[src/rtl/gradient_sum_tx_packer.sv]
// Packs per-batch float sums into framed AXI-Stream messages: one header {seq,len} word, then len sums.
// Latency: header TVALID rises one edge after the sum completing a group is written; one word/cycle after.
// Backpressure: input has none (drops when FIFO full, sticky overflow); output holds words until TREADY.
module gradient_sum_tx_packer #(
    parameter int FLOAT_SIZE      = 32,
    parameter int BATCHES_PER_MSG = 8,
    parameter int FIFO_ADDR_BITS  = 5,
    parameter int TIMEOUT_CYCLES  = 1024
) (
    input  logic                  clk,
    input  logic                  rst_n,
    input  logic [FLOAT_SIZE-1:0] s_axis_sum_TDATA,
    input  logic                  s_axis_sum_TVALID,
    output logic [31:0]           m_axis_tx_TDATA,
    output logic                  m_axis_tx_TVALID,
    input  logic                  m_axis_tx_TREADY,
    output logic                  m_axis_tx_TLAST,
    output logic                  overflow
);
    localparam int DEPTH = 1 << FIFO_ADDR_BITS;
    localparam int CNT_W = FIFO_ADDR_BITS + 1;
    localparam int TMO_W = $clog2(TIMEOUT_CYCLES) + 1;

    localparam logic [CNT_W-1:0] DEPTH_C    = CNT_W'(DEPTH);
    localparam logic [CNT_W-1:0] BPM_C      = CNT_W'(BATCHES_PER_MSG);
    localparam logic [TMO_W-1:0] TMO_LAST_C = TMO_W'(TIMEOUT_CYCLES - 1);

    typedef enum logic [1:0] {
        IDLE,
        HEADER,
        PAYLOAD
    } state_t;

    state_t                    state;
    logic [FLOAT_SIZE-1:0]     mem [DEPTH];
    logic [FIFO_ADDR_BITS-1:0] wr_ptr;
    logic [FIFO_ADDR_BITS-1:0] rd_ptr;
    logic [CNT_W-1:0]          count;
    logic [TMO_W-1:0]          tmo;
    logic [15:0]               seq;
    logic [15:0]               remaining;
    logic [15:0]               len_next;
    logic [FLOAT_SIZE-1:0]     head;
    logic                      push;
    logic                      pop;
    logic                      start;

    // Fullness is judged on the pre-pop count, so a push into a full FIFO is lost even if a pop coincides.
    assign push = s_axis_sum_TVALID && (count < DEPTH_C);

    // A FIFO word is consumed at the moment it is loaded into the output register.
    assign pop = m_axis_tx_TREADY &&
                 ((state == HEADER) || ((state == PAYLOAD) && (remaining != 16'd1)));

    assign head     = mem[rd_ptr];
    assign len_next = (count >= BPM_C) ? 16'(BPM_C) : 16'(count);
    assign start    = (state == IDLE) &&
                      ((count >= BPM_C) || ((count != '0) && (tmo == TMO_LAST_C)));

    // FIFO storage: registered write, first-word-fall-through read.
    always_ff @(posedge clk) begin
        if (push) begin
            mem[wr_ptr] <= s_axis_sum_TDATA;
        end
    end

    // FIFO pointers, occupancy and sticky overflow flag.
    always_ff @(posedge clk or negedge rst_n) begin
        if (!rst_n) begin
            wr_ptr   <= '0;
            rd_ptr   <= '0;
            count    <= '0;
            overflow <= 1'b0;
        end else begin
            if (push) begin
                wr_ptr <= wr_ptr + 1'b1;
            end
            if (pop) begin
                rd_ptr <= rd_ptr + 1'b1;
            end
            if (push && !pop) begin
                count <= count + 1'b1;
            end else if (!push && pop) begin
                count <= count - 1'b1;
            end
            if (s_axis_sum_TVALID && (count == DEPTH_C)) begin
                overflow <= 1'b1;
            end
        end
    end

    // Message framing FSM with registered AXI-Stream outputs and idle-flush timer.
    always_ff @(posedge clk or negedge rst_n) begin
        if (!rst_n) begin
            state            <= IDLE;
            m_axis_tx_TDATA  <= '0;
            m_axis_tx_TVALID <= 1'b0;
            m_axis_tx_TLAST  <= 1'b0;
            seq              <= '0;
            remaining        <= '0;
            tmo              <= '0;
        end else begin
            case (state)
                IDLE: begin
                    if (start) begin
                        remaining        <= len_next;
                        m_axis_tx_TDATA  <= {seq, len_next};
                        m_axis_tx_TVALID <= 1'b1;
                        m_axis_tx_TLAST  <= 1'b0;
                        tmo              <= '0;
                        state            <= HEADER;
                    end else if ((count == '0) || (count >= BPM_C)) begin
                        tmo <= '0;
                    end else begin
                        tmo <= tmo + 1'b1;
                    end
                end
                HEADER: begin
                    tmo <= '0;
                    if (m_axis_tx_TREADY) begin
                        m_axis_tx_TDATA <= 32'(head);
                        m_axis_tx_TLAST <= (remaining == 16'd1);
                        state           <= PAYLOAD;
                    end
                end
                PAYLOAD: begin
                    tmo <= '0;
                    if (m_axis_tx_TREADY) begin
                        if (remaining == 16'd1) begin
                            m_axis_tx_TVALID <= 1'b0;
                            m_axis_tx_TLAST  <= 1'b0;
                            seq              <= seq + 16'd1;
                            state            <= IDLE;
                        end else begin
                            m_axis_tx_TDATA <= 32'(head);
                            m_axis_tx_TLAST <= (remaining == 16'd2);
                            remaining       <= remaining - 16'd1;
                        end
                    end
                end
                default: begin
                    state <= IDLE;
                end
            endcase
        end
    end
endmodule

[config.mk]
export PLATFORM = sky130hd
export DESIGN_NAME = gradient_sum_tx_packer
export DESIGN_NICKNAME = d
export VERILOG_FILES = /design/src/rtl/gradient_sum_tx_packer.sv
export SDC_FILE = /design/constraint.sdc
export NUM_CORES = 1
export LEC_CHECK = 0
export ABC_CLOCK_PERIOD_IN_PS = 7450
export BUFFER_PORTS_ARGS = -buffer_cell sky130_fd_sc_hd__buf_2
export CORE_UTILIZATION = 60
export DETAILED_ROUTE_END_ITERATION = 8
export GPL_ROUTABILITY_DRIVEN = 0
export HOLD_SLACK_MARGIN = 0.1
export PLACE_DENSITY = 0.81
export SLEW_MARGIN = 20
export SYNTH_ARGS = -nofsm -noshare
export SYNTH_HDL_FRONTEND = slang
export SYNTH_SLANG_ARGS = --single-unit
[constraint.sdc]
create_clock -name clk -period 7.45 [get_ports clk]
set_clock_uncertainty 0.1 [all_clocks]
set_input_delay 1.8625 -clock clk [delete_from_list [all_inputs] [get_ports clk]]
set_output_delay 1.8625 -clock clk [all_outputs]
set_load 0.05 [all_outputs]
==> results of run 1 <==
==> state kept, by name, indices dropped and copies added, names as in the netlist <==
| name | count |
|---|---|
| wr_ptr | 5 |
| state | 2 |
| count | 6 |
| m_axis_tx_TVALID | 1 |
| seq | 16 |
| tmo | 11 |
| overflow | 1 |
| m_axis_tx_TDATA | 32 |
| mem | 1024 |
| rd_ptr | 5 |
| remaining | 16 |
| m_axis_tx_TLAST | 1 |
==> cell usage after synthesis (7+ instances only) <==
master     instances
mux2i_1          106
a211oi_1           8
and2_1            15
o31ai_1           18
o22ai_1           18
nand4_1            8
buf_4             11
o221ai_1          32
clkbuf_1          53
xnor2_1           21
nand2_1           63
a21oi_1           20
inv_1             12
edfxtp_1        1024
a31oi_1            8
a2bb2oi_1         10
mux4_2           192
a22oi_1           19
a2bb2oi_2         10
a221oi_1          14
ha_1              21
buf_2             50
o21ai_0           29
nor2_1            61
a22o_1            47
xor2_1             7
o211ai_1          12
nor2b_1           21
buf_1              9
mux2_2            43
nand3_1           31
nor3_1            29
a211o_1           34
dfrtp_1           96
==> how the worst max path moves through the flow <==
stage          depth (start not counted)                    end  slack (ns)
2_1_floorplan                          5   mem[31][0]$_DFFE_PP_        3.01
3_3_place_gp                           4  mem[23][20]$_DFFE_PP_        2.89
3_5_place_dp                           4  mem[23][14]$_DFFE_PP_        2.79
4_1_cts                               14   count[5]$_DFFE_PN0P_        3.42
5_1_grt                               14   count[5]$_DFFE_PN0P_        3.09
6_report                              14   count[5]$_DFFE_PN0P_        3.38
==> final cells by class <==
type                            count  area share
Timing Repair Buffer              101      0.0163
Tap cell                          959      0.0244
Inverter                           12    0.000915
Multi-Input combinational cell    981       0.215
Clock inverter                     81      0.0146
Clock buffer                      119      0.0559
Sequential cell                  1120       0.673
==> metal layers <==
| layer | global-route usage | up-vias | share of wire |
|---|---|---|---|
| li1 | - | 9439 | - |
| met1 | 0.403 | 12100 | 0.35 |
| met5 | 0 | - | 0.00011 |
| met3 | 0.0561 | 286 | 0.10 |
| met2 | 0.512 | 1605 | 0.50 |
| met4 | 0.126 | 2 | 0.048 |
==> cell families (layout without fill, tap and decap cells) <==
group,after synthesis,after routing
adder cells (fa/ha/maj),22,22
multiplexers,341,341
XOR/XNOR,28,28
AO/OA/AOI/OAI,300,300
flip-flops,1120,1120
buffers and inverters,139,313
AND/OR/NAND/NOR,290,290
==> layout by cell type (no fill, tap or decap), drive strengths merged, types with 6 or more instances in the layout <==
cell	netlist	routed
a22o	47	47
mux2	43	43
nand3	32	32
dfrtp	96	96
nor4	7	7
nand4	9	9
a211oi	8	8
a211o	34	34
or4	7	7
nand2b	6	6
xor2	7	7
o211ai	12	12
a21oi	22	22
xnor2	21	21
mux2i	106	106
o221ai	32	32
bufinv	0	10
nor2b	21	21
a221oi	14	14
a2bb2oi	20	20
nand2	63	63
a22oi	19	19
o22ai	18	18
mux4	192	192
o31ai	18	18
nor3	29	29
clkinvlp	0	12
ha	21	21
clkbuf	53	119
o21ai	31	31
a31oi	8	8
inv	12	18
and2	15	15
buf	74	101
clkinv	0	53
nor2	62	62
edfxtp	1024	1024
==> worst reg2reg max path: cells and delay by family, from the launching register on <==
| kind | cells | cell delay, ns |
|---|---|---|
| buffers and inverters | 2 | 0.29 |
| XOR/XNOR | 1 | 0.19 |
| adder cells (fa/ha/maj) | 3 | 0.80 |
| AND/OR/NAND/NOR | 5 | 1.58 |
| AO/OA/AOI/OAI | 3 | 0.62 |
| flip-flops | 1 | 0.41 |
==> per-stage QoR <==
stage / std cells / hold WS (ns) / setup slack (ns) / power [W]
2_1_floorplan: 2240 / 0.334 / 3.01 / 0.0117
3_3_place_gp: 3162 / 0.350 / 2.89 / 0.0134
3_5_place_dp: 3162 / 0.360 / 2.79 / 0.0136
4_1_cts: 3362 / 0.372 / 3.42 / 0.0190
5_1_grt: 3373 / 0.397 / 3.09 / 0.0195
6_report: 3373 / 0.368 / 3.38 / 0.0190
==> power by group <==
part / switching (W) / internal (W)
combinational: 0.00375 / 0.00228
clock: 0.00236 / 0.00302
sequential: 0.000364 / 0.00724
total: 0.00647 / 0.0125
==> key figures, run 1 <==
Logic synthesis
  • Cell accounting for the most synthesized area: edfxtp_1
  • Number of enable-type register cells in the synthesized netlist: 1024
  • Main combinational cell family by area after synthesis: multiplexers
  • Fraction of registers with async set/reset: 0.0857
  • Main synth FF type: edfxtp_1
  • Sequential cell area fraction in the yosys report: 0.751
  • Simple-Gate Fraction of Synth Area: 0.0351
  • Xor/xnor cell area share of the yosys netlist: 0.00556
  • Yosys reg bits: 1120
  • Compound-cell area share of the yosys netlist: 0.0534
  • Post-synthesis mux area share: 0.133
  • Distinct cell type count of the synthesized netlist: 71
  • Area share of the leading cell type in the synthesized netlist: 0.697
  • Syn avg cell area: ~20 um^2
  • Syn_nets: about 2300
  • Largest cells by area after synthesis: edfxtp_1 (70%), mux4_2 (9.8%), dfrtp_1 (5.4%)
  • Syn Std Cell Area: around 44000 um^2
  • Synth Area in Adders: 0.00641
  • Synth warn: 0
  • Number of cells produced by synthesis: 2240

Cells and area
  • Antenna diode count: 0
  • Final Util: 0.676
  • FF+latch area: about 33000 um^2
  • Layout overhead on the synthesized area: 11.6%
  • Final net count: 2379
  • Area taken by multi-input logic gates: 10600 um^2
  • Share of cells above drive strength 1: 0.236
  • Total of fill cells in the finished design: 4407
  • Layout Cell Area excl Fill: 49200 um^2

Die
  • Die Outline Area: 74600 um^2
  • Die W: 273 um
  • Number of standard-cell rows in the floorplan: 99
  • Initial Util: 0.606
  • Std-Cell Core Area: between 70000 and 80000 um^2
  • Number of placed I/O pins: 71
  • Y dimension of the die: 273 um

Clock network
  • Number of buffers inserted for hold repair after clock tree synthesis: 0
  • Clk_lat worst skew: between 0.6 and 0.7 ns
  • Count of buffers added by post-CTS timing repair for setup: 0
  • Clock tree from TritonCTS: yes
  • # resized after CTS: 0
  • TritonCTS sink count: 1120
  • CTS H-Tree Depth: 3
  • Register clock-pin slew on the reported worst setup and hold paths: ~0.06 ns
  • Clock root buffer: clkbuf_16
  • Number of buffers inserted during clock tree synthesis: 105
  • Buffer depth of the longest clock path: 3

Run status
  • Run status: finished clean

Worst setup path
  • Largest delay contributor family on the critical path: simple AND/OR/NAND/NOR gates
  • CP max FO: 6
  • Library cell contributing the largest single delay on the critical path: or4_1
  • Critical path launch point type: flip-flop
  • CP cell instances: inv_1 > ha_1 > nor4b_2 > nand4_1 > a21oi_1 > nand2b_1 > ha_1 > inv_1 > ha_1 > a21o_1 > a21oi_1 > or4_1 > nand3_1 > xor2_1
  • Data required time at the worst endpoint: just under 8 ns
  • Number of buffers and inverters on the critical path: 2
  • Nature of the critical path endpoint: flip-flop
  • Most common cell type on the critical path: ha_1
  • Logic depth of the worst register-to-register path: 14
  • R2R Path End: count[5]$_DFFE_PN0P_
  • Critical Path AT: roughly 4.6 ns
  • CP max stage delay: 0.49 ns
  • Worst setup path start: remaining[1]$_DFFE_PN0P_
  • Type of the worst setup path: reg -> reg
  • Startpoint of the worst-slack reg-to-reg timing path: remaining[1]$_DFFE_PN0P_
  • Minimum setup slack among reg-to-reg paths: 3.38 ns

Placement
  • Placement-stage cell area: 45500 um^2
  • Post-DP HPWL: around 66 mm
  • Count of buffers inserted at the top-level ports: 70

Detailed routing
  • Post-route DRC: 0
  • Post-detailed-route wirelength per cell: between 30 and 40 um
  • First DRT Iteration DRCs: 3378
  • Avg Vias per Cell: 6.96
  • TritonRoute pass-1 iters: 6
  • DRT antenna net count: 0
  • Final WL: around 110 mm
  • Total number of vias: 23500

Global routing
  • Tot GR Track Use: 0.307
  • Aggregate global routing overflow: 0
  • Antenna violations before repair: 4
  • Number of global-route vias before repair: 23300
  • Largest net degree at the start of global routing: 116
  • First-pass GRT wire length: 162 mm

Timing
  • Aggregate negative setup slack: 0 ns
  • Setup-failing EPs final: 0
  • Number of endpoints with negative hold slack in the final report: 0
  • RSZ-0062 raised after global routing: false
  • Pins Over Slew Limit: 0
  • Final worst-path cycle share: 0.546
  • Actual transition at the worst max-transition pin: between 1 and 1.5 ns
  • Maximum frequency from static timing analysis: 246 MHz
  • Final period demand of the worst path: 4.07 ns
  • Worst slew margin: 0.166

Worst hold path
  • Hold-critical path endpoint: overflow$_DFFE_PN0P_
  • Worst hold start: overflow$_DFFE_PN0P_
  • Class of the tightest hold or removal check: reg -> reg
  • Hold path cells: 1

Pwr
  • Power density over cell area: around 390 nW/um^2
  • Leakage: approximately 16 nW
  • Max rail drop VDD: just over 0.0004 V

Run
  • Total of max-cap violations: 0
(Power assumes the default switching activity.)
==> run 2, diff against run 1 <==
--- a/config.mk
+++ b/config.mk
@@ -5,13 +5,13 @@
 export SDC_FILE = /design/constraint.sdc
 export NUM_CORES = 1
 export LEC_CHECK = 0
-export ABC_CLOCK_PERIOD_IN_PS = 7450
+export ABC_CLOCK_PERIOD_IN_PS = 3450
 export BUFFER_PORTS_ARGS = -buffer_cell sky130_fd_sc_hd__buf_2
-export CORE_UTILIZATION = 60
+export CORE_UTILIZATION = 56
 export DETAILED_ROUTE_END_ITERATION = 8
 export GPL_ROUTABILITY_DRIVEN = 0
 export HOLD_SLACK_MARGIN = 0.1
-export PLACE_DENSITY = 0.81
+export PLACE_DENSITY = 0.79
 export SLEW_MARGIN = 20
 export SYNTH_ARGS = -nofsm -noshare
 export SYNTH_HDL_FRONTEND = slang
==> constraint.sdc (replaced) <==
create_clock -name clk -period 3.45 [get_ports clk]
set_clock_uncertainty 0.1 [all_clocks]
set_input_delay 0.8625 -clock clk [delete_from_list [all_inputs] [get_ports clk]]
set_output_delay 0.8625 -clock clk [all_outputs]
set_load 0.05 [all_outputs]
==> run 2 against run 1 <==
Via count is 1.9% higher. Cell area rose by 2.0%. Sequential share of layout area shrank 1.3 points. Hold slack better by 0.0096 ns. Setup slack lost 3.2 ns. Wire length shrank 2.8%. Sequential power grew 120%. Critical path type unchanged. Largest cell class unchanged. Largest power group unchanged.
==> key figures, run 2 (synthesis gave the netlist of run 1 again) <==
Run status
  • Run status: finished clean

Die
  • Die W: 283 um (+3.5%)
  • Number of placed I/O pins: 71 (unchanged)
  • Initial Util: 0.568 (-0.0381)
  • Y dimension of the die: 283 um (+3.5%)
  • Die Outline Area: 79900 um^2 (+7.1%)
  • Number of standard-cell rows in the floorplan: 102 (+3.0%)
  • Std-Cell Core Area: 77700 um^2 (+6.7%)

Cells and area
  • Most used cells in the layout excluding fill and tap cells: edfxtp_1 (1024), mux4_2 (192), buf_4 (111)
  • Most common cell after layout, fill and taps aside: edfxtp_1
  • Final net count: 2492 (+4.7%)
  • Final non-filler cell total: 3561 (+5.6%)
  • Biggest regs: mem: 1024 flops, m_axis_tx_TDATA: 32 flops
  • Register with the highest flop count: mem
  • Share of cells above drive strength 1: 0.263 (+0.0274)
  • Final Util: 0.646 (-0.0297)
  • Max reg flops: 1024 (unchanged)
  • Layout overhead on the synthesized area: 13.9%

Worst setup path
  • Data required time at the worst endpoint: 3.92 ns (-4.03 ns)
  • Critical Path AT: 3.78 ns (-0.79 ns)
  • CP max FO: 5 (-1)
  • Logic depth of the worst register-to-register path: 14 (unchanged)
  • Startpoint of the worst-slack reg-to-reg timing path: remaining[1]$_DFFE_PN0P_
  • Type of the worst setup path: reg -> reg
  • Critical path launch point type: flip-flop
  • Minimum setup slack among reg-to-reg paths: 0.13 ns (-3.25 ns)
  • R2R Path End: count[5]$_DFFE_PN0P_
  • Nature of the critical path endpoint: flip-flop
  • Worst setup path start: remaining[1]$_DFFE_PN0P_

Clock network
  • TritonCTS sink count: 1120 (unchanged)
  • Buffer depth of the longest clock path: 3 (unchanged)
  • Clock tree from TritonCTS: yes
  • Clk_lat worst skew: 0.68 ns (about the same)
  • Clock root buffer: clkbuf_16
  • Number of buffers inserted during clock tree synthesis: 105 (unchanged)
  • Register clock-pin slew on the reported worst setup and hold paths: 0.06 ns (about the same)
  • CTS H-Tree Depth: 3 (unchanged)

Timing
  • Number of endpoints with negative hold slack in the final report: 0 (unchanged)
  • Worst setup slack after layout: 0.131 ns (-3.25 ns)
  • Worst slew margin: 0.380 (+0.214)
  • Actual transition at the worst max-transition pin: 0.930 ns (-0.319 ns)
  • Maximum frequency from static timing analysis: 301 MHz (+23%)
  • Final period demand of the worst path: 3.32 ns (-0.750 ns)
  • Hold slack: 0.377 ns (+0.00959 ns)
  • Setup-failing EPs final: 0 (unchanged)
  • Final worst-path cycle share: 0.962 (+0.416)
  • Pins Over Slew Limit: 0 (unchanged)

Detailed routing
  • Detailed-routed wire length on met2: 53.2 mm (-6.2%)
  • Post-detailed-route wirelength per cell: 31.1 um (-7.9%)
  • Metal-1 WL: 41.0 mm (+2.7%)
  • Met3 Routed Length: 12.0 mm (+2.6%)
  • Total number of vias: 23900 (+1.9%)
  • Final WL: 111 mm (-2.8%)
  • Avg Vias per Cell: 6.72 (-3.5%)
  • Post-route DRC: 0 (unchanged)
  • Uppermost layer routed: met5
  • First DRT Iteration DRCs: 2992 (-11%)
  • TritonRoute pass-1 iters: 5 (-1)
  • DRT antenna net count: 0 (unchanged)

Global routing
  • Tot GR Track Use: 0.283 (-0.0237)
  • Largest net degree at the start of global routing: 54 (-53%)
  • Number of global-route vias before repair: 24300 (+4.4%)
  • First-pass GRT wire length: 161 mm (-0.62%)
  • Antenna violations before repair: 4 (unchanged)
  • Aggregate global routing overflow: 0 (unchanged)

Run
  • Total of max-cap violations: 0 (unchanged)

Placement
  • Number of placed cells counting well taps: 3360 (+6.3%)
  • Count of buffers inserted at the top-level ports: 70 (unchanged)
  • DP Worst Slack: 0.101 ns (-2.69 ns)
  • Post-DP HPWL: 63.9 mm (-2.7%)

Worst hold path
  • Worst hold start: seq[15]$_DFFE_PN0P_
  • Hold-critical path endpoint: seq[15]$_DFFE_PN0P_
  • Class of the tightest hold or removal check: reg -> reg
  • Hold path cells: 1 (unchanged)

Pwr
  • Leakage: 16.7 nW (+3.4%)
  • Max rail drop VDD: 0.000558 V (+35%)
  • Power density over cell area: 812 nW/um^2 (+110%)
  • Total power consumption of the routed design: 0.0408 W (+110%)
run 2: cell types whose count changed in the layout (fill, tap and decap cells not counted), sizes merged:
cell and delta:
inv -4, clkinvlp -7, dlygate4sd3 +1, diode +1, bufinv -4, clkbuf +8
buf +112
run 2: worst max-delay path by stage:
stage                           endpoint  cells past startpoint  slack (ns)
floorplan           mem[31][0]$_DFFE_PP_                      5        0.01
global placement    count[5]$_DFFE_PN0P_                     14        0.16
detailed placement  count[5]$_DFFE_PN0P_                     14        0.10
CTS                 count[5]$_DFFE_PN0P_                     14        0.05
global route        count[5]$_DFFE_PN0P_                     14       -0.05
finish              count[5]$_DFFE_PN0P_                     14        0.13
run 2: layout make-up:
class                      count  area (um^2)
antenna                        1         2.50
tap                         1040         1300
clock buffer                 127         2750
timing repair buffer         214         1850
multi-input combinational    981        10600
fill                        4927        27500
clock inverter                66          520
sequential                  1120        33200
inverter                      12         45.0
run 2: power by group:
part           internal (W)  switching (W)
combinational       0.00556        0.00774
clock               0.00613        0.00493
sequential           0.0156       0.000827
run 2: worst max-delay path: stages (launching register included):
cell	delay (ns)
dfrtp_1	0.43
inv_2	0.11
ha_2	0.19
nor4b_4	0.21
nand4_1	0.22
a21oi_2	0.21
nand2b_4	0.16
ha_2	0.19
inv_2	0.07
ha_1	0.28
a21o_1	0.13
a21oi_1	0.11
or4_1	0.52
nand3_2	0.12
xor2_1	0.17
run 2: per-layer routing:
metal	global-route usage	vias to the layer above
li1	-	9676
met3	0.0635	308
met5	0	-
met4	0.114	6
met1	0.385	12400
met2	0.449	1513
run 2: through the flow:
step           cell area [um^2]  setup TNS (ns)
2_1_floorplan             44100               0
3_3_place_gp              46900               0
3_5_place_dp              46900               0
4_1_cts                   50200               0
5_1_grt                   50200         -0.0525
6_report                  50200               0
run 2: repair_timing:
action / 4_1_cts / 5_1_grt
pin swaps: 0 / 2
setup endpoints to repair: 1 / 1
hold buffers: 1 / 0
setup buffers: 0 / 6
gates resized for setup: 2 / 7
endpoints found under the hold margin: 7 / 0
